**config.mk**
```make
export PLATFORM = sky130hd
export DESIGN_NAME = avalon_mailbox_slave
export DESIGN_NICKNAME = d
export VERILOG_FILES = /design/src/rtl/mailbox_pkg.sv /design/src/rtl/sync_fifo16.sv /design/src/rtl/avalon_mailbox_slave.sv
export SDC_FILE = /design/constraint.sdc
export NUM_CORES = 1
export LEC_CHECK = 0
export BUFFER_PORTS_ARGS = -buffer_cell sky130_fd_sc_hd__buf_4
export CORE_ASPECT_RATIO = 0.9
export CORE_MARGIN = 2
export CORE_UTILIZATION = 30
export DETAILED_ROUTE_END_ITERATION = 12
export GPL_TIMING_DRIVEN = 0
export PLACE_DENSITY = 0.55
export SYNTH_ARGS = -nofsm -noshare
export SYNTH_HDL_FRONTEND = slang
export SYNTH_SLANG_ARGS = --single-unit
```
**constraint.sdc**
```tcl
create_clock -name sysclk -period 5 [get_ports sysclk]
set_input_delay 0.5 -clock sysclk [delete_from_list [all_inputs] [get_ports sysclk]]
set_output_delay 0.5 -clock sysclk [all_outputs]
set_load 0.02 [all_outputs]
```
**src/rtl/mailbox_pkg.sv**
```systemverilog
// ----------------------------------------------------------------------------
// mailbox_pkg : register map, STATUS layout and FSM encoding for the mailbox
// Rev 1.0
// ----------------------------------------------------------------------------
`default_nettype none

package mailbox_pkg;

   localparam logic [2:0] MBX_DATA    = 3'd0;
   localparam logic [2:0] MBX_STATUS  = 3'd1;
   localparam logic [2:0] MBX_SCRATCH = 3'd2;

   localparam int ST_IN_OVF      = 15;
   localparam int ST_OUT_UNF     = 14;
   localparam int ST_OUT_OVF     = 13;
   localparam int ST_IN_CNT_LSB  = 8;
   localparam int ST_OUT_CNT_LSB = 0;
   localparam int ST_CNT_W       = 5;

   localparam logic [0:0] ST_IDLE = 1'b0;
   localparam logic [0:0] ST_ACK  = 1'b1;

   typedef enum logic [0:0] {
      MBX_IDLE = ST_IDLE,
      MBX_ACK  = ST_ACK
   } mbx_state_e;

   function automatic logic [15:0] mbx_status_word(
      input logic                in_ovf,
      input logic                out_unf,
      input logic                out_ovf,
      input logic [ST_CNT_W-1:0] in_cnt,
      input logic [ST_CNT_W-1:0] out_cnt
   );
      logic [15:0] w;
      w                              = '0;
      w[ST_IN_OVF]                   = in_ovf;
      w[ST_OUT_UNF]                  = out_unf;
      w[ST_OUT_OVF]                  = out_ovf;
      w[ST_IN_CNT_LSB  +: ST_CNT_W]  = in_cnt;
      w[ST_OUT_CNT_LSB +: ST_CNT_W]  = out_cnt;
      return w;
   endfunction

endpackage

`default_nettype wire

```
**src/rtl/sync_fifo16.sv**
```systemverilog
// ----------------------------------------------------------------------------
// sync_fifo16 : 16-bit synchronous FIFO, show-ahead head (0 when empty)
// Rev 1.0
// ----------------------------------------------------------------------------
`default_nettype none

module sync_fifo16 #(
   parameter int DEPTH = 8
) (
   input  logic                     clk,
   input  logic                     rst,
   input  logic                     push,
   input  logic                     pop,
   input  logic [15:0]              wdata,
   output logic [15:0]              rdata,
   output logic [$clog2(DEPTH):0]   count,
   output logic                     full,
   output logic                     empty
);

   localparam int AW = $clog2(DEPTH);

   logic [15:0] mem_q [DEPTH];
   logic [AW:0] wr_ptr_q, wr_ptr_d;
   logic [AW:0] rd_ptr_q, rd_ptr_d;
   logic        do_push, do_pop;

   // Pointers carry one extra wrap bit so full and empty are distinguishable.
   always_comb begin
      empty    = (wr_ptr_q == rd_ptr_q);
      full     = (wr_ptr_q[AW] != rd_ptr_q[AW]) &&
                 (wr_ptr_q[AW-1:0] == rd_ptr_q[AW-1:0]);
      count    = wr_ptr_q - rd_ptr_q;
      do_pop   = pop && !empty;
      do_push  = push && (!full || do_pop);
      wr_ptr_d = wr_ptr_q + {{AW{1'b0}}, do_push};
      rd_ptr_d = rd_ptr_q + {{AW{1'b0}}, do_pop};
      rdata    = empty ? 16'h0000 : mem_q[rd_ptr_q[AW-1:0]];
   end

   always_ff @(posedge clk or posedge rst) begin
      if (rst) begin
         wr_ptr_q <= '0;
         rd_ptr_q <= '0;
      end else begin
         wr_ptr_q <= wr_ptr_d;
         rd_ptr_q <= rd_ptr_d;
      end
   end

   always_ff @(posedge clk) begin
      if (do_push) begin
         mem_q[wr_ptr_q[AW-1:0]] <= wdata;
      end
   end

endmodule

`default_nettype wire

```
**src/rtl/avalon_mailbox_slave.sv**
```systemverilog
// ----------------------------------------------------------------------------
// avalon_mailbox_slave : Avalon-MM <-> MCU 16-bit two-way mailbox; define
// MAILBOX_STALL_EN to stall on full/empty DATA instead of drop + sticky flag.
// Rev 1.0
// ----------------------------------------------------------------------------
`default_nettype none

module avalon_mailbox_slave
   import mailbox_pkg::*;
#(
   parameter int DEPTH = 8
) (
   input  logic        sysclk,
   input  logic        sysreset,
   input  logic [2:0]  avs_address,
   input  logic        avs_read,
   input  logic        avs_write,
   input  logic [15:0] avs_writedata,
   output logic [15:0] avs_readdata,
   output logic        avs_waitrequest,
   output logic [15:0] mcu_rx_data,
   input  logic        mcu_rx_read,
   input  logic [15:0] mcu_tx_data,
   input  logic        mcu_tx_load,
   output logic [15:0] mcu_status,
   output logic        rx_ready,
   output logic        tx_space
);

   localparam int CW = $clog2(DEPTH) + 1;

   mbx_state_e  state_q, state_d;
   logic        wr_q, wr_d;
   logic        rd_hit_q, rd_hit_d;
   logic [2:0]  addr_q, addr_d;
   logic [15:0] wdata_q, wdata_d;
   logic [15:0] rdata_q, rdata_d;
   logic [15:0] scratch_q, scratch_d;
   logic        in_ovf_q, in_ovf_d;
   logic        out_unf_q, out_unf_d;
   logic        out_ovf_q, out_ovf_d;

   logic          in_push, in_full, in_empty;
   logic          out_pop, out_full, out_empty;
   logic [15:0]   in_head, out_head;
   logic [CW-1:0] in_count, out_count;
   logic [15:0]   status, rd_mux;
   logic          req, stall;
   logic          clr_in_ovf, clr_out_unf, clr_out_ovf;
   logic          in_ovf_set, out_unf_set, out_ovf_set;

   sync_fifo16 #(.DEPTH(DEPTH)) u_in_fifo (
      .clk   (sysclk),
      .rst   (sysreset),
      .push  (in_push),
      .pop   (mcu_rx_read),
      .wdata (wdata_q),
      .rdata (in_head),
      .count (in_count),
      .full  (in_full),
      .empty (in_empty)
   );

   sync_fifo16 #(.DEPTH(DEPTH)) u_out_fifo (
      .clk   (sysclk),
      .rst   (sysreset),
      .push  (mcu_tx_load),
      .pop   (out_pop),
      .wdata (mcu_tx_data),
      .rdata (out_head),
      .count (out_count),
      .full  (out_full),
      .empty (out_empty)
   );

   always_comb begin
      status = mbx_status_word(in_ovf_q, out_unf_q, out_ovf_q,
                               ST_CNT_W'(in_count), ST_CNT_W'(out_count));
      req    = avs_read | avs_write;
`ifdef MAILBOX_STALL_EN
      stall  = (avs_address == MBX_DATA) && (avs_write ? in_full : out_empty);
`else
      stall  = 1'b0;
`endif
      case (avs_address)
         MBX_DATA:    rd_mux = out_head;
         MBX_STATUS:  rd_mux = status;
         MBX_SCRATCH: rd_mux = scratch_q;
         default:     rd_mux = 16'h0000;
      endcase
   end

   always_comb begin
      state_d     = state_q;
      wr_d        = wr_q;
      rd_hit_d    = rd_hit_q;
      addr_d      = addr_q;
      wdata_d     = wdata_q;
      rdata_d     = rdata_q;
      scratch_d   = scratch_q;
      in_push     = 1'b0;
      out_pop     = 1'b0;
      clr_in_ovf  = 1'b0;
      clr_out_unf = 1'b0;
      clr_out_ovf = 1'b0;
      in_ovf_set  = 1'b0;
      out_unf_set = 1'b0;

      case (state_q)
         MBX_IDLE: begin
            // Capture the request; a read of an empty DATA is remembered so
            // ACK neither pops nor returns data that arrived meanwhile.
            if (req && !stall) begin
               state_d  = MBX_ACK;
               wr_d     = avs_write;
               addr_d   = avs_address;
               wdata_d  = avs_writedata;
               rd_hit_d = !out_empty;
               rdata_d  = avs_write ? 16'h0000 : rd_mux;
            end
         end
         MBX_ACK: begin
            state_d = MBX_IDLE;
            if (wr_q) begin
               case (addr_q)
                  MBX_DATA: begin
                     in_push    = 1'b1;
                     in_ovf_set = in_full && !mcu_rx_read;
                  end
                  MBX_STATUS: begin
                     clr_in_ovf  = wdata_q[ST_IN_OVF];
                     clr_out_unf = wdata_q[ST_OUT_UNF];
                     clr_out_ovf = wdata_q[ST_OUT_OVF];
                  end
                  MBX_SCRATCH: scratch_d = wdata_q;
                  default: ;
               endcase
            end else if (addr_q == MBX_DATA) begin
               out_pop     = rd_hit_q;
               out_unf_set = !rd_hit_q;
            end
         end
         default: state_d = MBX_IDLE;
      endcase

      out_ovf_set = mcu_tx_load && out_full && !out_pop;
`ifdef MAILBOX_STALL_EN
      in_ovf_set  = 1'b0;
      out_unf_set = 1'b0;
`endif
      in_ovf_d  = in_ovf_set  | (in_ovf_q  & ~clr_in_ovf);
      out_unf_d = out_unf_set | (out_unf_q & ~clr_out_unf);
      out_ovf_d = out_ovf_set | (out_ovf_q & ~clr_out_ovf);
   end

   always_ff @(posedge sysclk or posedge sysreset) begin
      if (sysreset) begin
         state_q   <= MBX_IDLE;
         wr_q      <= 1'b0;
         rd_hit_q  <= 1'b0;
         addr_q    <= 3'd0;
         wdata_q   <= 16'h0000;
         rdata_q   <= 16'h0000;
         scratch_q <= 16'h0000;
         in_ovf_q  <= 1'b0;
         out_unf_q <= 1'b0;
         out_ovf_q <= 1'b0;
      end else begin
         state_q   <= state_d;
         wr_q      <= wr_d;
         rd_hit_q  <= rd_hit_d;
         addr_q    <= addr_d;
         wdata_q   <= wdata_d;
         rdata_q   <= rdata_d;
         scratch_q <= scratch_d;
         in_ovf_q  <= in_ovf_d;
         out_unf_q <= out_unf_d;
         out_ovf_q <= out_ovf_d;
      end
   end

   assign avs_waitrequest = (state_q == MBX_IDLE) && req;
   assign avs_readdata    = rdata_q;
   assign mcu_rx_data     = in_head;
   assign mcu_status      = status;
   assign rx_ready        = !in_empty;
   assign tx_space        = !out_full;

endmodule

`default_nettype wire

```
# Yosys cells after proc, flatten, opt, wreduce, memory -nomap -nowiden
# Memories as Yosys holds them, arrays and structs flattened.
# Index checks and enable logic that the tools add are counted.
[word_totals]
out_inout_bits = 51
ram_bits = 256
mem_count = 2
register_bits = 73
[classes]
eq_ne = 10
mux = 31
reduce_logical = 23
bitwise = 11
add_sub_neg = 6
[memory_table]
columns = ["name", "depth", "word_bits", "read_ports", "rd_ports_with_merged_regs", "wr", "line_no", "text"]
rows = [
  ["u_in_fifo.mem_q", 8, 16, 1, 0, 1, "sync_fifo16.sv:23", "logic [15:0] mem_q [DEPTH];"],
  ["u_out_fifo.mem_q", 8, 16, 1, 0, 1, "sync_fifo16.sv:23", ""],
]
[ops]
columns = ["operator", "n"]
rows = [
  ["2-to-1 mux 16 bit", 3],
  ["case mux 16 bit (3 select lines)", 1],
  ["2-to-1 mux 1 bit", 26],
  ["adder 4 x 1 -> 4 bit", 4],
  ["logical AND 1 bit", 10],
  ["equality test 4 bit", 2],
  ["subtractor 4 bit", 2],
  ["zero test 1 bit", 7],
  ["equality test 3 x 1 -> 1 bit (second input constant)", 2],
  ["equality test 3 x 2 -> 1 bit (second input constant)", 2],
  ["equality test 3 bit", 2],
  ["zero test 3 bit", 2],
  ["NOT 1 bit", 4],
  ["bitwise OR 1 bit", 4],
  ["bitwise AND 1 bit", 3],
  ["AND reduction 3 bit", 1],
  ["logical OR 1 bit", 2],
  ["inequality test 1 bit", 2],
  ["case mux 1 bit (2 select lines)", 1],
  ["AND reduction 2 bit", 1],
]

# Logic depth before layout (Yosys ltp)
# Gate-level depths: netlist of the first run.
[depth]
ltp_word = 9
ltp_mapped = 10
ltp_nobuf = 8

# By module
# From an unflattened synthesis of the first run, not the netlist that was laid out.
[unflattened]
hier_cells = 770
area_unflattened_um2 = 13644.3
[modules_own_cells]
columns = ["mod", "area_per_inst_um2", "cells_each", "n_inst"]
rows = [
  ["sync_fifo16 (u_in_fifo)", 5591.6, 310, 1],
  ["sync_fifo16 (u_out_fifo)", 5490.3, 273, 1],
  ["avalon_mailbox_slave", 2562.5, 187, 1],
]

# Worst setup path after synthesis of the first run
# Ideal clock, no wire load.
[synth_path]
path_type = "reg2reg"
start = "reg u_in_fifo.rd_ptr_q[2]"
end = "mem u_in_fifo.mem_q[0][0] (enable)"
slack_ns = 1.224
synth_period_minus_slack_ns = 3.776
arrival_ns = 3.367
path_stages_with_launch = 9
t_required_ns = 4.591
n_path_buf = 2
path_cell_list = "dfrtp_1 -> clkbuf_1 -> clkinv_1 -> clkbuf_1 -> ha_1 -> and4b_1 -> a2111oi_2 -> nand2_1 -> nor3_1"
[synth_between]
elab_chain_len = 7
word_cells_on_any_way = 10
cone_classes = "eq/ne: 2; mux: 2; reduce/logical: 6"
[synth_rtl]
columns = ["item", "line_no", "text"]
rows = [
  ["start: declaration", "sync_fifo16.sv:25", "logic [AW:0] rd_ptr_q, rd_ptr_d;"],
  ["start signal: assignment", "sync_fifo16.sv:47", "rd_ptr_q <= rd_ptr_d;"],
  ["equality test 4 bit or equality test 3 bit (tied branches)", "sync_fifo16.sv:30, sync_fifo16.sv:32", ""],
  ["zero test 1 bit or logical AND 1 bit (tied branches)", "sync_fifo16.sv:34, sync_fifo16.sv:31", ""],
  ["logical AND 1 bit or zero test 1 bit (tied branches)", "sync_fifo16.sv:34, sync_fifo16.sv:35", ""],
  ["logical OR 1 bit (*)", "sync_fifo16.sv:35", "do_push = push && (!full || do_pop);"],
  ["logical AND 1 bit (*)", "sync_fifo16.sv:35", ""],
  ["2-to-1 mux 1 bit (*)", "sync_fifo16.sv:52", "if (do_push) begin"],
  ["2-to-1 mux 1 bit (implied by the code) (*)", "sync_fifo16.sv:53", "mem_q[wr_ptr_q[AW-1:0]] <= wdata;"],
  ["end: declaration", "sync_fifo16.sv:23", ""],
]
# Mark *: on every way between the ends. The rest lies on a longest branch, timed or not.

# Worst setup path after layout of the first run
[layout_path]
start = "reg u_in_fifo.rd_ptr_q[2]"
end = "out mcu_rx_data[11]"
[layout_between]
elab_chain_len = 2
word_cells_on_any_way = 3
cone_classes = "eq/ne: 1; mux: 1; memory: 1"
[layout_rtl]
columns = ["item", "line_no", "text"]
rows = [
  ["memory read (8 x 16 bit) or equality test 4 bit (tied branches)", "n/a", ""],
  ["2-to-1 mux 16 bit (*)", "sync_fifo16.sv:38", "rdata = empty ? 16'h0000 : mem_q[rd_ptr_q[AW-1:0]];"],
  ["end: declaration", "avalon_mailbox_slave.sv:21", "output logic [15:0] mcu_rx_data,"],
]
# Marks and branches as above.

==> flow_results.xml, run 1 <==
<?xml version="1.0" encoding="UTF-8"?>
<metrics>
  <group name="status">
    <metric name="run_status" unit="">finished clean</metric>
  </group>
  <group name="sta">
    <metric name="fmaxAchievable" unit="MHz">219</metric>
    <metric name="grt_setup_unrepaired" unit="">false</metric>
    <metric name="finalCritPeriodShare" unit="%">91.3</metric>
    <metric name="clock-skew-final" unit="ns">0.0178</metric>
    <metric name="worst_hold_margin" unit="ns">0.162</metric>
    <metric name="setup_ws" unit="ns">0.436</metric>
    <metric name="timing.setup.tns" unit="ns">0</metric>
    <metric name="layout_min_cycle_time" unit="ns">4.56</metric>
    <metric name="timing.final.max_slew_violations" unit="">0</metric>
    <metric name="hold_violations" unit="">0</metric>
    <metric name="worst_slew_pin_slew" unit="ns">0.905</metric>
    <metric name="maxSlewHeadroom" unit="%">39.3</metric>
    <metric name="report.final.setup_viol" unit="">0</metric>
  </group>
  <group name="place">
    <metric name="routabilityCongestion" unit="">0.741</metric>
    <metric name="dp.cells" unit="">1422</metric>
    <metric name="placement.setup.worst_slack" unit="ns">0.509</metric>
    <metric name="number_of_i_o_port_buffers" unit="">86</metric>
    <metric name="dp_hpwl" unit="mm">21.1</metric>
    <metric name="post_dp_cell_area" unit="µm²">14800</metric>
  </group>
  <group name="clock_network">
    <metric name="worstSkewPairLatency" unit="ns">0.53</metric>
    <metric name="htree_num_levels" unit="">2</metric>
    <metric name="cts_num_sinks" unit="">329</metric>
    <metric name="cts-buffers-inserted" unit="">34</metric>
    <metric name="cts.root.buffer_cell" unit="">clkbuf_16</metric>
    <metric name="tritoncts" unit="">built</metric>
    <metric name="cts_max_path_buffers" unit="">3</metric>
    <metric name="clk_transition_reported_paths" unit="ns">0.06</metric>
    <metric name="cts_setup_buffers" unit="">0</metric>
  </group>
  <group name="logic_synthesis">
    <metric name="ys_ff_latch" unit="">329</metric>
    <metric name="fraction_of_registers_with_async_set_reset" unit="%">22.2</metric>
    <metric name="yosysWarnings" unit="">0</metric>
    <metric name="number_of_enable_type_register_cells_in_the_synthesized_netlist" unit="">256</metric>
    <metric name="yosysTopAreaCellShare" unit="%">58.6</metric>
    <metric name="share_of_synthesized_area_occupied_by_flip_flops_and_latches" unit="%">72.5</metric>
    <metric name="post_synth_num_cell_types" unit="">49</metric>
    <metric name="syn_avg_cell_area" unit="µm²">17.3</metric>
    <metric name="synthMostInstantiatedCell" unit="">edfxtp_1</metric>
    <metric name="cell_type_with_the_highest_aggregate_area_in_the_netlist" unit="">edfxtp_1</metric>
    <metric name="post_synthesis_instance_area" unit="µm²">13100</metric>
    <metric name="syn-instance-count" unit="">759</metric>
    <metric name="post_synth_main_area_contributors" unit="">edfxtp_1, dfrtp_1, mux4_2, nand2_1, mux2_2</metric>
    <metric name="ys_top_cells_by_count" unit="">edfxtp_1, nand2_1, dfrtp_1, mux4_2, a21oi_1</metric>
    <metric name="ys.flop_type" unit="">edfxtp_1</metric>
  </group>
  <group name="cells_and_area">
    <metric name="multiInputGateArea" unit="µm²">3410</metric>
    <metric name="antenna-diode-count" unit="">0</metric>
    <metric name="finish.net_count" unit="">961</metric>
    <metric name="ff_latch_area" unit="µm²">9510</metric>
    <metric name="finalCoreUtilization" unit="%">37.0</metric>
    <metric name="syn2layout_area_growth" unit="%">21.4</metric>
    <metric name="layout.cells.non_filler" unit="">1482</metric>
    <metric name="fillers" unit="">4020</metric>
    <metric name="drive_gt1_share" unit="%">29.4</metric>
    <metric name="fin_area" unit="µm²">15900</metric>
  </group>
  <group name="die">
    <metric name="floorplan.die_area" unit="µm²">45400</metric>
    <metric name="rows" unit="">72</metric>
    <metric name="die-width" unit="µm">224</metric>
    <metric name="core_area" unit="µm²">43100</metric>
    <metric name="initial_utilization" unit="%">30.5</metric>
    <metric name="floorplan.die.height" unit="µm">202</metric>
    <metric name="num_io_pins" unit="">92</metric>
  </group>
  <group name="global_routing">
    <metric name="grt_max_degree" unit="">67</metric>
    <metric name="wire_length_of_the_first_global_routing_pass" unit="mm">46.3</metric>
    <metric name="grt_usage" unit="%">13.7</metric>
    <metric name="first_global_vias" unit="">7188</metric>
    <metric name="number_of_antenna_violations_at_the_first_check_in_global_routing" unit="">1</metric>
    <metric name="gr-total-overflow" unit="">0</metric>
  </group>
  <group name="min_path">
    <metric name="min_path_type" unit="">primary input to register</metric>
    <metric name="worstHoldPathCells" unit="">3</metric>
    <metric name="whs_endpoint" unit="">wdata_q[10]$_DFFE_PP0P_</metric>
    <metric name="hold_path_startpoint" unit="">avs_writedata[10]</metric>
  </group>
  <group name="routing">
    <metric name="initialDrtViolationCount" unit="">474</metric>
    <metric name="drcViolationCount" unit="">0</metric>
    <metric name="drt-vias-per-instance" unit="">4.71</metric>
    <metric name="routedWlPerCell" unit="µm">20.4</metric>
    <metric name="detailedRoute.firstPassIterationCount" unit="">5</metric>
    <metric name="route.vias.total" unit="">6983</metric>
    <metric name="detail-route-antenna-nets" unit="">0</metric>
    <metric name="finalWirelength" unit="mm">30.3</metric>
  </group>
  <group name="critical_path">
    <metric name="critPathMaxFanout" unit="">10</metric>
    <metric name="crit-reg2reg-launch" unit="">u_in_fifo.rd_ptr_q[2]$_DFF_PP0_</metric>
    <metric name="crit_required" unit="ns">4.50</metric>
    <metric name="setup.worst_path.class" unit="">register to primary output</metric>
    <metric name="regToRegSetupSlack" unit="ns">0.61</metric>
    <metric name="critical_path.startpoint_type" unit="">register</metric>
    <metric name="r2r_cells" unit="">9</metric>
    <metric name="critPathArrivalTime" unit="ns">4.06</metric>
    <metric name="r2r_endpoint" unit="">u_in_fifo.mem_q[1][10]$_DFFE_PP_</metric>
    <metric name="timing.critical_path.to_type" unit="">primary output</metric>
  </group>
  <group name="power_and_ir_drop">
    <metric name="irDropWorstVdd" unit="V">0.000258</metric>
    <metric name="design_power_total" unit="mW">9.16</metric>
    <metric name="cellLeakagePower" unit="nW">5.81</metric>
    <metric name="cellPowerDensity" unit="nW/µm²">575</metric>
  </group>
  <group name="job">
    <metric name="max_cap_violations" unit="">0</metric>
  </group>
</metrics>
critical path, stage by stage, from the launching register on:
cell and delay, ns:
dfrtp_1 0.32, clkbuf_1 0.45, clkinv_1 0.46, clkbuf_1 0.42
ha_1 0.51, nand3_1 0.11, nor2_2 0.39, clkbuf_1 0.49
a21oi_1 0.16, buf_4 0.20
placed cells by master (no fill, tap or decap), types with 3 or more instances in the layout:
master | netlist | final
clkinv_2 | 0 | 5
clkbuf_1 | 19 | 27
conb_1 | 1 | 5
a32oi_1 | 4 | 4
nor2b_1 | 4 | 4
nand3b_1 | 3 | 3
a22oi_1 | 13 | 13
nand2_1 | 115 | 115
xnor2_1 | 7 | 7
mux2_2 | 18 | 18
clkinv_1 | 1 | 3
mux2i_1 | 20 | 20
nand2b_1 | 9 | 9
buf_4 | 9 | 96
nand3_1 | 9 | 9
buf_8 | 0 | 9
dfrtp_1 | 73 | 73
inv_1 | 14 | 13
ha_1 | 14 | 14
o21ai_0 | 6 | 6
buf_6 | 2 | 7
nor2_1 | 18 | 5
mux4_2 | 59 | 59
o221ai_1 | 9 | 9
buf_2 | 6 | 6
buf_1 | 4 | 4
nor2_2 | 0 | 13
xor2_1 | 7 | 7
nor3_2 | 0 | 4
edfxtp_1 | 256 | 256
clkbuf_16 | 0 | 37
clkbuf_8 | 0 | 3
buf_16 | 0 | 3
or3_1 | 3 | 3
a21oi_1 | 25 | 25
cell type report:
class | instances | share of cell area (%)
flip-flops and latches | 329 | 59.7
clock inverters | 11 | 0.652
plain buffers | 40 | 1.30
repair buffers | 105 | 5.88
well taps | 555 | 4.36
inverters | 16 | 0.393
multi-input cells | 378 | 21.4
clock buffers | 48 | 6.26
cell families (layout without fill, tap and decap cells):
family,after synthesis,count (layout),synth area share (%)
flip-flops,329,329,72.5
buffers and inverters,56,220,2.03
AND/OR/NAND/NOR,179,179,6.00
AO/OA/AOI/OAI,67,67,3.70
multiplexers,97,97,13.2
other,1,5,0.0286
adder cells (fa/ha/maj),16,16,1.64
XOR/XNOR,14,14,0.934
sequential cells by signal, indices dropped and copies added, names as in the netlist:
| name | cells |
|---|---|
| u_in_fifo.mem_q | 128 |
| u_out_fifo.mem_q | 128 |
| avs_readdata | 16 |
| scratch_q | 16 |
| wdata_q | 16 |
| u_in_fifo.rd_ptr_q | 4 |
| u_in_fifo.wr_ptr_q | 4 |
| u_out_fifo.rd_ptr_q | 4 |
| u_out_fifo.wr_ptr_q | 4 |
| addr_q | 3 |
| in_ovf_q | 1 |
| out_ovf_q | 1 |
| out_unf_q | 1 |
| rd_hit_q | 1 |
| state_q | 1 |
| wr_q | 1 |
report_power, final:
group	total (mW)	leakage, nW	switching (mW)	internal (mW)
clock	2.48	0.542	1.03	1.45
sequential	3.63	3.24	0.263	3.37
combinational	3.05	2.02	1.74	1.31
how the worst max path moves through the flow:
stage	end	from	slack, ns	cells past startpoint
global placement	u_in_fifo.mem_q[1][9]$_DFFE_PP_	u_in_fifo.rd_ptr_q[2]$_DFF_PP0_	-0.97	8
floorplan	u_in_fifo.mem_q[0][0]$_DFFE_PP_	u_in_fifo.rd_ptr_q[2]$_DFF_PP0_	1.22	8
detailed placement	u_in_fifo.mem_q[1][9]$_DFFE_PP_	u_in_fifo.rd_ptr_q[2]$_DFF_PP0_	0.51	9
global route	mcu_rx_data[11]	u_in_fifo.rd_ptr_q[2]$_DFF_PP0_	0.13	9
CTS	mcu_rx_data[7]	u_in_fifo.rd_ptr_q[2]$_DFF_PP0_	0.07	9
finish	mcu_rx_data[11]	u_in_fifo.rd_ptr_q[2]$_DFF_PP0_	0.44	9
per-layer routing:
layer / part of all wire, % / vias to the layer above / global-route usage (%)
li1: - / 3198 / -
met1: 47 / 3600 / 19.5
met2: 47 / 140 / 21.7
met3: 4.4 / 43 / 2.40
met4: 1.7 / 2 / 3.36
met5: 0.026 / - / 0
repair_timing:
item,4_1_cts,5_1_grt
gates resized for setup,0,1
endpoints found under the setup margin,0,9
hold buffers,1,0
endpoints found under the hold margin,7,0
Power figures use the tool's default switching activity.
==> inputs of run 2 (changes only) <==
--- a/config.mk
+++ b/config.mk
@@ -8,10 +8,11 @@
 export BUFFER_PORTS_ARGS = -buffer_cell sky130_fd_sc_hd__buf_4
 export CORE_ASPECT_RATIO = 0.9
 export CORE_MARGIN = 2
-export CORE_UTILIZATION = 30
+export CORE_UTILIZATION = 35
 export DETAILED_ROUTE_END_ITERATION = 12
 export GPL_TIMING_DRIVEN = 0
-export PLACE_DENSITY = 0.55
+export PLACE_DENSITY = 0.61
+export SKIP_LAST_GASP = 1
 export SYNTH_ARGS = -nofsm -noshare
 export SYNTH_HDL_FRONTEND = slang
 export SYNTH_SLANG_ARGS = --single-unit
==> flow_results.xml, run 2 (synthesis results as in run 1) <==
<?xml version="1.0" encoding="UTF-8"?>
<metrics>
  <group name="sta">
    <metric name="maxSlewHeadroom" unit="%">35.1</metric>
    <metric name="layout_min_cycle_time" unit="ns">4.65</metric>
    <metric name="timing.setup.tns" unit="ns">0</metric>
    <metric name="report.final.setup_viol" unit="">0</metric>
    <metric name="hold_violations" unit="">0</metric>
    <metric name="finalCritPeriodShare" unit="%">93.0</metric>
    <metric name="worst_slew_pin_slew" unit="ns">0.968</metric>
    <metric name="clock-skew-final" unit="ns">0.0199</metric>
    <metric name="timing.final.max_slew_violations" unit="">0</metric>
    <metric name="setup_ws" unit="ns">0.350</metric>
    <metric name="grt_setup_unrepaired" unit="">false</metric>
    <metric name="worst_hold_margin" unit="ns">0.175</metric>
    <metric name="fmaxAchievable" unit="MHz">215</metric>
  </group>
  <group name="die">
    <metric name="die-width" unit="µm">208</metric>
    <metric name="core_area" unit="µm²">37100</metric>
    <metric name="initial_utilization" unit="%">35.3</metric>
    <metric name="num_io_pins" unit="">92</metric>
    <metric name="floorplan.die_area" unit="µm²">39100</metric>
    <metric name="floorplan.die.height" unit="µm">188</metric>
    <metric name="rows" unit="">67</metric>
  </group>
  <group name="critical_path">
    <metric name="crit-reg2reg-launch" unit="">u_in_fifo.rd_ptr_q[2]$_DFF_PP0_</metric>
    <metric name="regToRegSetupSlack" unit="ns">0.71</metric>
    <metric name="timing.critical_path.slowest_stage_cell" unit="">nor2_1</metric>
    <metric name="cp_slowest_stage_delay" unit="ns">0.68</metric>
    <metric name="critPathMaxFanout" unit="">10</metric>
    <metric name="setup.worst_path.class" unit="">register to primary output</metric>
    <metric name="critPathBufInv" unit="">5</metric>
    <metric name="critPathArrivalTime" unit="ns">4.15</metric>
    <metric name="cpLargestDelayFamily" unit="">buffers and inverters</metric>
    <metric name="cpMostUsedCell" unit="">clkbuf_1</metric>
    <metric name="r2r_cells" unit="">9</metric>
    <metric name="timing.critical_path.cells" unit="">clkbuf_1 -&gt; clkinv_1 -&gt; clkbuf_1 -&gt; ha_1 -&gt; nand3_1 -&gt; nor2_1 -&gt; clkbuf_1 -&gt; a21oi_1 -&gt; buf_4</metric>
    <metric name="crit_required" unit="ns">4.50</metric>
    <metric name="critical_path.startpoint_type" unit="">register</metric>
    <metric name="timing.critical_path.to_type" unit="">primary output</metric>
    <metric name="r2r_endpoint" unit="">u_in_fifo.mem_q[0][8]$_DFFE_PP_</metric>
  </group>
  <group name="routing">
    <metric name="route.vias.total" unit="">6970</metric>
    <metric name="detail-route-antenna-nets" unit="">0</metric>
    <metric name="detailedRoute.firstPassIterationCount" unit="">5</metric>
    <metric name="drt-vias-per-instance" unit="">4.94</metric>
    <metric name="initialDrtViolationCount" unit="">475</metric>
    <metric name="routedWlPerCell" unit="µm">20.8</metric>
    <metric name="finalWirelength" unit="mm">29.4</metric>
    <metric name="drcViolationCount" unit="">0</metric>
  </group>
  <group name="global_routing">
    <metric name="number_of_antenna_violations_at_the_first_check_in_global_routing" unit="">2</metric>
    <metric name="grt_max_degree" unit="">54</metric>
    <metric name="gr-total-overflow" unit="">0</metric>
    <metric name="wire_length_of_the_first_global_routing_pass" unit="mm">44.7</metric>
    <metric name="first_global_vias" unit="">7252</metric>
    <metric name="grt_usage" unit="%">15.3</metric>
  </group>
  <group name="place">
    <metric name="number_of_i_o_port_buffers" unit="">86</metric>
    <metric name="routabilityCongestion" unit="">0.748</metric>
    <metric name="placement.setup.worst_slack" unit="ns">0.711</metric>
    <metric name="dp_hpwl" unit="mm">20.5</metric>
    <metric name="dp.cells" unit="">1346</metric>
    <metric name="post_dp_cell_area" unit="µm²">14700</metric>
  </group>
  <group name="power_and_ir_drop">
    <metric name="cellPowerDensity" unit="nW/µm²">592</metric>
    <metric name="clockPowerShare" unit="%">29.0</metric>
    <metric name="cellLeakagePower" unit="nW">5.83</metric>
    <metric name="design_power_total" unit="mW">9.41</metric>
    <metric name="power.combinational.fraction" unit="%">32.4</metric>
    <metric name="irDropWorstVdd" unit="V">0.000440</metric>
    <metric name="total_switching_power" unit="mW">3.03</metric>
    <metric name="switching_share" unit="%">32.2</metric>
    <metric name="power_frac_seq" unit="%">38.6</metric>
    <metric name="power_report.internal_total" unit="mW">6.38</metric>
  </group>
  <group name="clock_network">
    <metric name="clk_transition_reported_paths" unit="ns">0.06</metric>
    <metric name="cts_max_path_buffers" unit="">3</metric>
    <metric name="tritoncts" unit="">built</metric>
    <metric name="cts-buffers-inserted" unit="">34</metric>
    <metric name="cts.repair.resized" unit="">0</metric>
    <metric name="cts_num_sinks" unit="">329</metric>
    <metric name="cts.root.buffer_cell" unit="">clkbuf_16</metric>
    <metric name="worstSkewPairLatency" unit="ns">0.52</metric>
    <metric name="cts_setup_buffers" unit="">0</metric>
    <metric name="htree_num_levels" unit="">2</metric>
  </group>
  <group name="cells_and_area">
    <metric name="drive_gt1_share" unit="%">29.4</metric>
    <metric name="fin_area" unit="µm²">15900</metric>
    <metric name="most_frequent_standard_cell_in_the_layout_excluding_fill_and_tap_cells" unit="">edfxtp_1</metric>
    <metric name="layout.cells.most_common_list" unit="">edfxtp_1, nand2_1, buf_4</metric>
    <metric name="layout.cells.non_filler" unit="">1410</metric>
    <metric name="finalCoreUtilization" unit="%">42.8</metric>
    <metric name="finish.net_count" unit="">957</metric>
    <metric name="syn2layout_area_growth" unit="%">21.2</metric>
  </group>
  <group name="job">
    <metric name="max_cap_violations" unit="">0</metric>
  </group>
  <group name="min_path">
    <metric name="min_path_type" unit="">primary input to register</metric>
    <metric name="worstHoldPathCells" unit="">3</metric>
    <metric name="whs_endpoint" unit="">wdata_q[0]$_DFFE_PP0P_</metric>
    <metric name="hold_path_startpoint" unit="">avs_writedata[0]</metric>
  </group>
  <group name="status">
    <metric name="run_status" unit="">finished clean</metric>
  </group>
</metrics>
==> run 2: power by group through the flow <==
stage / Clock, mW / Sequential, mW / Combinational [mW]
6_report: 2.73 / 3.63 / 3.05
3_5_place_dp: 0 / 3.69 / 3.09
2_1_floorplan: 0 / 3.61 / 1.94
5_1_grt: 2.90 / 3.68 / 3.32
4_1_cts: 2.79 / 3.64 / 3.11
3_3_place_gp: 0 / 3.68 / 2.99
==> run 2: worst max-delay path by stage <==
stage	from	endpoint	slack, ns	cells past startpoint
final	u_in_fifo.rd_ptr_q[2]$_DFF_PP0_	mcu_rx_data[12]	0.35	9
after global routing	u_in_fifo.rd_ptr_q[2]$_DFF_PP0_	mcu_rx_data[13]	0.03	9
after CTS	u_in_fifo.rd_ptr_q[2]$_DFF_PP0_	mcu_rx_data[7]	0.27	9
after detailed placement	u_in_fifo.rd_ptr_q[2]$_DFF_PP0_	u_in_fifo.mem_q[0][10]$_DFFE_PP_	0.71	9
after global placement	u_in_fifo.rd_ptr_q[2]$_DFF_PP0_	u_in_fifo.mem_q[1][10]$_DFFE_PP_	-0.56	8
after floorplan	u_in_fifo.rd_ptr_q[2]$_DFF_PP0_	u_in_fifo.mem_q[0][0]$_DFFE_PP_	1.22	8
==> run 2: worst min-delay path: cells and delay by family <==
| family | cells | cell delay [ns] |
|---|---|---|
| AND/OR/NAND/NOR | 2 | 0.09 |
| buffers and inverters | 1 | 0.07 |
==> run 2: per-layer routing <==
layer	vias to the layer above	GRT usage (%)	share of wire (%)
met5	-	0	0.034
met2	198	25.2	49
met3	34	3.50	6.0
met4	2	3.79	1.5
met1	3542	20.6	44
li1	3194	-	-
==> run 2: layout make-up <==
class                   count  area, µm²
diodes                      1       2.50
plain buffers              40        206
clock buffers              49       1000
clock inverters            13        223
fillers                  3286      21200
inverters                  16       62.6
multi-input cells         378       3410
flip-flops and latches    329       9510
well taps                 483        604
repair buffers            101        881
==> run 2: timing repair <==
item / in CTS / in global routing
endpoints found under the hold margin: 20 / 0
hold buffers: 1 / 0
endpoints found under the setup margin: 0 / 0
==> inputs of run 3 (changes only) <==
--- a/config.mk
+++ b/config.mk
@@ -6,12 +6,12 @@
 export NUM_CORES = 1
 export LEC_CHECK = 0
 export BUFFER_PORTS_ARGS = -buffer_cell sky130_fd_sc_hd__buf_4
-export CORE_ASPECT_RATIO = 0.9
+export CORE_ASPECT_RATIO = 1.25
 export CORE_MARGIN = 2
 export CORE_UTILIZATION = 35
 export DETAILED_ROUTE_END_ITERATION = 12
 export GPL_TIMING_DRIVEN = 0
-export PLACE_DENSITY = 0.61
+export PLACE_DENSITY = 0.47
 export SKIP_LAST_GASP = 1
 export SYNTH_ARGS = -nofsm -noshare
 export SYNTH_HDL_FRONTEND = slang
==> flow_results.xml, run 3 (synthesis results as in run 1) <==
<?xml version="1.0" encoding="UTF-8"?>
<metrics>
  <group name="status">
    <metric name="run_status" unit="">finished clean</metric>
  </group>
  <group name="power_and_ir_drop">
    <metric name="irDropWorstVdd" unit="V">0.000322</metric>
    <metric name="cellPowerDensity" unit="nW/µm²">583</metric>
    <metric name="cellLeakagePower" unit="nW">5.87</metric>
  </group>
  <group name="critical_path">
    <metric name="critPathLaunch" unit="">u_in_fifo.rd_ptr_q[2]$_DFF_PP0_</metric>
    <metric name="crit-reg2reg-launch" unit="">u_in_fifo.rd_ptr_q[2]$_DFF_PP0_</metric>
    <metric name="setup.worst_path.class" unit="">register to primary output</metric>
    <metric name="timing.critical_path.to_type" unit="">primary output</metric>
    <metric name="critPathArrivalTime" unit="ns">4.05</metric>
    <metric name="critPathMaxFanout" unit="">10</metric>
    <metric name="crit_required" unit="ns">4.50</metric>
    <metric name="critical_path.startpoint_type" unit="">register</metric>
  </group>
  <group name="die">
    <metric name="rows" unit="">79</metric>
    <metric name="floorplan.die_area" unit="µm²">39100</metric>
    <metric name="floorplan.die.height" unit="µm">221</metric>
    <metric name="initial_utilization" unit="%">35.4</metric>
    <metric name="core_area" unit="µm²">37100</metric>
    <metric name="num_io_pins" unit="">92</metric>
    <metric name="die-width" unit="µm">177</metric>
  </group>
  <group name="global_routing">
    <metric name="wire_length_of_the_first_global_routing_pass" unit="mm">46.9</metric>
    <metric name="gr-total-overflow" unit="">0</metric>
    <metric name="grt_max_degree" unit="">63</metric>
    <metric name="grt_usage" unit="%">16.5</metric>
    <metric name="first_global_vias" unit="">7341</metric>
    <metric name="number_of_antenna_violations_at_the_first_check_in_global_routing" unit="">0</metric>
  </group>
  <group name="routing">
    <metric name="route.vias.total" unit="">6946</metric>
    <metric name="detailed_route_wirelength_on_metal3" unit="mm">1.08</metric>
    <metric name="drt-vias-per-instance" unit="">4.88</metric>
    <metric name="detail-route-antenna-nets" unit="">0</metric>
    <metric name="detailedRoute.firstPassIterationCount" unit="">5</metric>
    <metric name="initialDrtViolationCount" unit="">409</metric>
    <metric name="routedLengthMet1" unit="mm">12.9</metric>
    <metric name="routed-wl-met2" unit="mm">16.4</metric>
    <metric name="top_signal_layer_used" unit="">met4</metric>
    <metric name="routedWlPerCell" unit="µm">21.8</metric>
    <metric name="finalWirelength" unit="mm">31.1</metric>
    <metric name="drcViolationCount" unit="">0</metric>
  </group>
  <group name="sta">
    <metric name="timing.final.max_slew_violations" unit="">0</metric>
    <metric name="layout_min_cycle_time" unit="ns">4.55</metric>
    <metric name="hold_violations" unit="">0</metric>
    <metric name="maxSlewHeadroom" unit="%">34.4</metric>
    <metric name="worst_slew_pin_slew" unit="ns">0.982</metric>
    <metric name="fmaxAchievable" unit="MHz">220</metric>
    <metric name="finalCritPeriodShare" unit="%">90.9</metric>
    <metric name="clock-skew-final" unit="ns">0.0264</metric>
    <metric name="grt_setup_unrepaired" unit="">false</metric>
    <metric name="report.final.setup_viol" unit="">0</metric>
    <metric name="worst_hold_margin" unit="ns">0.154</metric>
  </group>
  <group name="cells_and_area">
    <metric name="syn2layout_area_growth" unit="%">22.0</metric>
    <metric name="finish.net_count" unit="">966</metric>
    <metric name="most_frequent_standard_cell_in_the_layout_excluding_fill_and_tap_cells" unit="">edfxtp_1</metric>
    <metric name="drive_gt1_share" unit="%">29.7</metric>
    <metric name="antenna-diode-count" unit="">0</metric>
    <metric name="layout.cells.most_common_list" unit="">edfxtp_1, nand2_1, buf_4</metric>
    <metric name="finalCoreUtilization" unit="%">43.2</metric>
  </group>
  <group name="min_path">
    <metric name="min_path_type" unit="">primary input to register</metric>
    <metric name="hold_path_startpoint" unit="">avs_writedata[9]</metric>
  </group>
  <group name="clock_network">
    <metric name="cts_num_sinks" unit="">329</metric>
    <metric name="tritoncts" unit="">built</metric>
    <metric name="clk_transition_reported_paths" unit="ns">0.06</metric>
    <metric name="cts.root.buffer_cell" unit="">clkbuf_16</metric>
    <metric name="worstSkewPairLatency" unit="ns">0.54</metric>
    <metric name="htree_num_levels" unit="">2</metric>
    <metric name="cts_max_path_buffers" unit="">3</metric>
    <metric name="cts-buffers-inserted" unit="">37</metric>
  </group>
  <group name="place">
    <metric name="number_of_i_o_port_buffers" unit="">86</metric>
    <metric name="dp_hpwl" unit="mm">21.7</metric>
    <metric name="routabilityCongestion" unit="">0.731</metric>
  </group>
  <group name="job">
    <metric name="max_cap_violations" unit="">0</metric>
  </group>
</metrics>
## run 3: cell count changes in the layout (fill, tap and decap cells not counted), sizes merged, moves of 2 or more
cell      delta
clkbuf       +2
bufinv       -4
inv          +2
clkinv       +8
buf          +6
clkinvlp     -2
## run 3: metrics by stage
stage / cells / total power, mW / instance area [µm²] / setup slack (ns) / setup TNS, ns
5_1_grt: 1424 / 9.83 / 16000 / 0.111 / 0
3_5_place_dp: 1355 / 6.83 / 14800 / 0.560 / 0
6_report: 1424 / 9.33 / 16000 / 0.453 / 0
3_3_place_gp: 1335 / 6.72 / 14400 / -1.23 / -53.72
4_1_cts: 1424 / 9.48 / 16000 / 0.0961 / 0
2_1_floorplan: 763 / 5.55 / 13100 / 1.22 / 0
## run 3: final timing paths
| check | end | slack [ns] | cells past startpoint |
|---|---|---|---|
| max | mcu_rx_data[14] | 0.45 | 9 |
| min | wdata_q[9]$_DFFE_PP0P_ | 0.15 | 3 |
| max reg2reg | u_in_fifo.mem_q[0][3]$_DFFE_PP_ | 0.67 | 10 |
| min reg2reg | addr_q[2]$_DFFE_PP0P_ | 0.48 | 2 |
| max in group asynchronous | addr_q[1]$_DFFE_PP0P_ | 3.98 | 4 |
| min in group asynchronous | wdata_q[6]$_DFFE_PP0P_ | 0.43 | 3 |
## run 3: area by class of cell
cell class | instances | area (µm²)
Buffer | 40 | 206
Clock buffer | 51 | 1010
Clock inverter | 17 | 165
Fill cell | 3323 | 21100
Inverter | 16 | 62.6
Multi-Input combinational cell | 378 | 3410
Sequential cell | 329 | 9510
Tap cell | 486 | 608
Timing Repair Buffer | 107 | 1030
## run 3: timing repair
action                     CTS  global route
resized for setup            0             1
hold buffers                 1             0
setup endpoints to repair    0             9
hold endpoints to repair    11             0
setup buffers                0             0
## run 3: metal layers
metal / up-vias / track usage, %
met2: 128 / 29.8
met3: 42 / 2.77
met4: 0 / 4.79
met5: - / 0
li1: 3221 / -
met1: 3555 / 20.2
## run 3: power by group
group | leakage (nW) | internal (mW) | switching (mW)
sequential | 3.24 | 3.37 | 0.266
combinational | 2.06 | 1.33 | 1.74
clock | 0.573 | 1.53 | 1.09
total | 5.87 | 6.23 | 3.10
## run 3: critical path, stage by stage (launching register included)
cell,delay (ns)
dfrtp_1,0.31
clkbuf_1,0.45
clkinv_1,0.42
clkbuf_1,0.42
ha_1,0.52
nand3_1,0.12
nor2_2,0.38
clkbuf_1,0.52
a21oi_1,0.16
buf_4,0.20
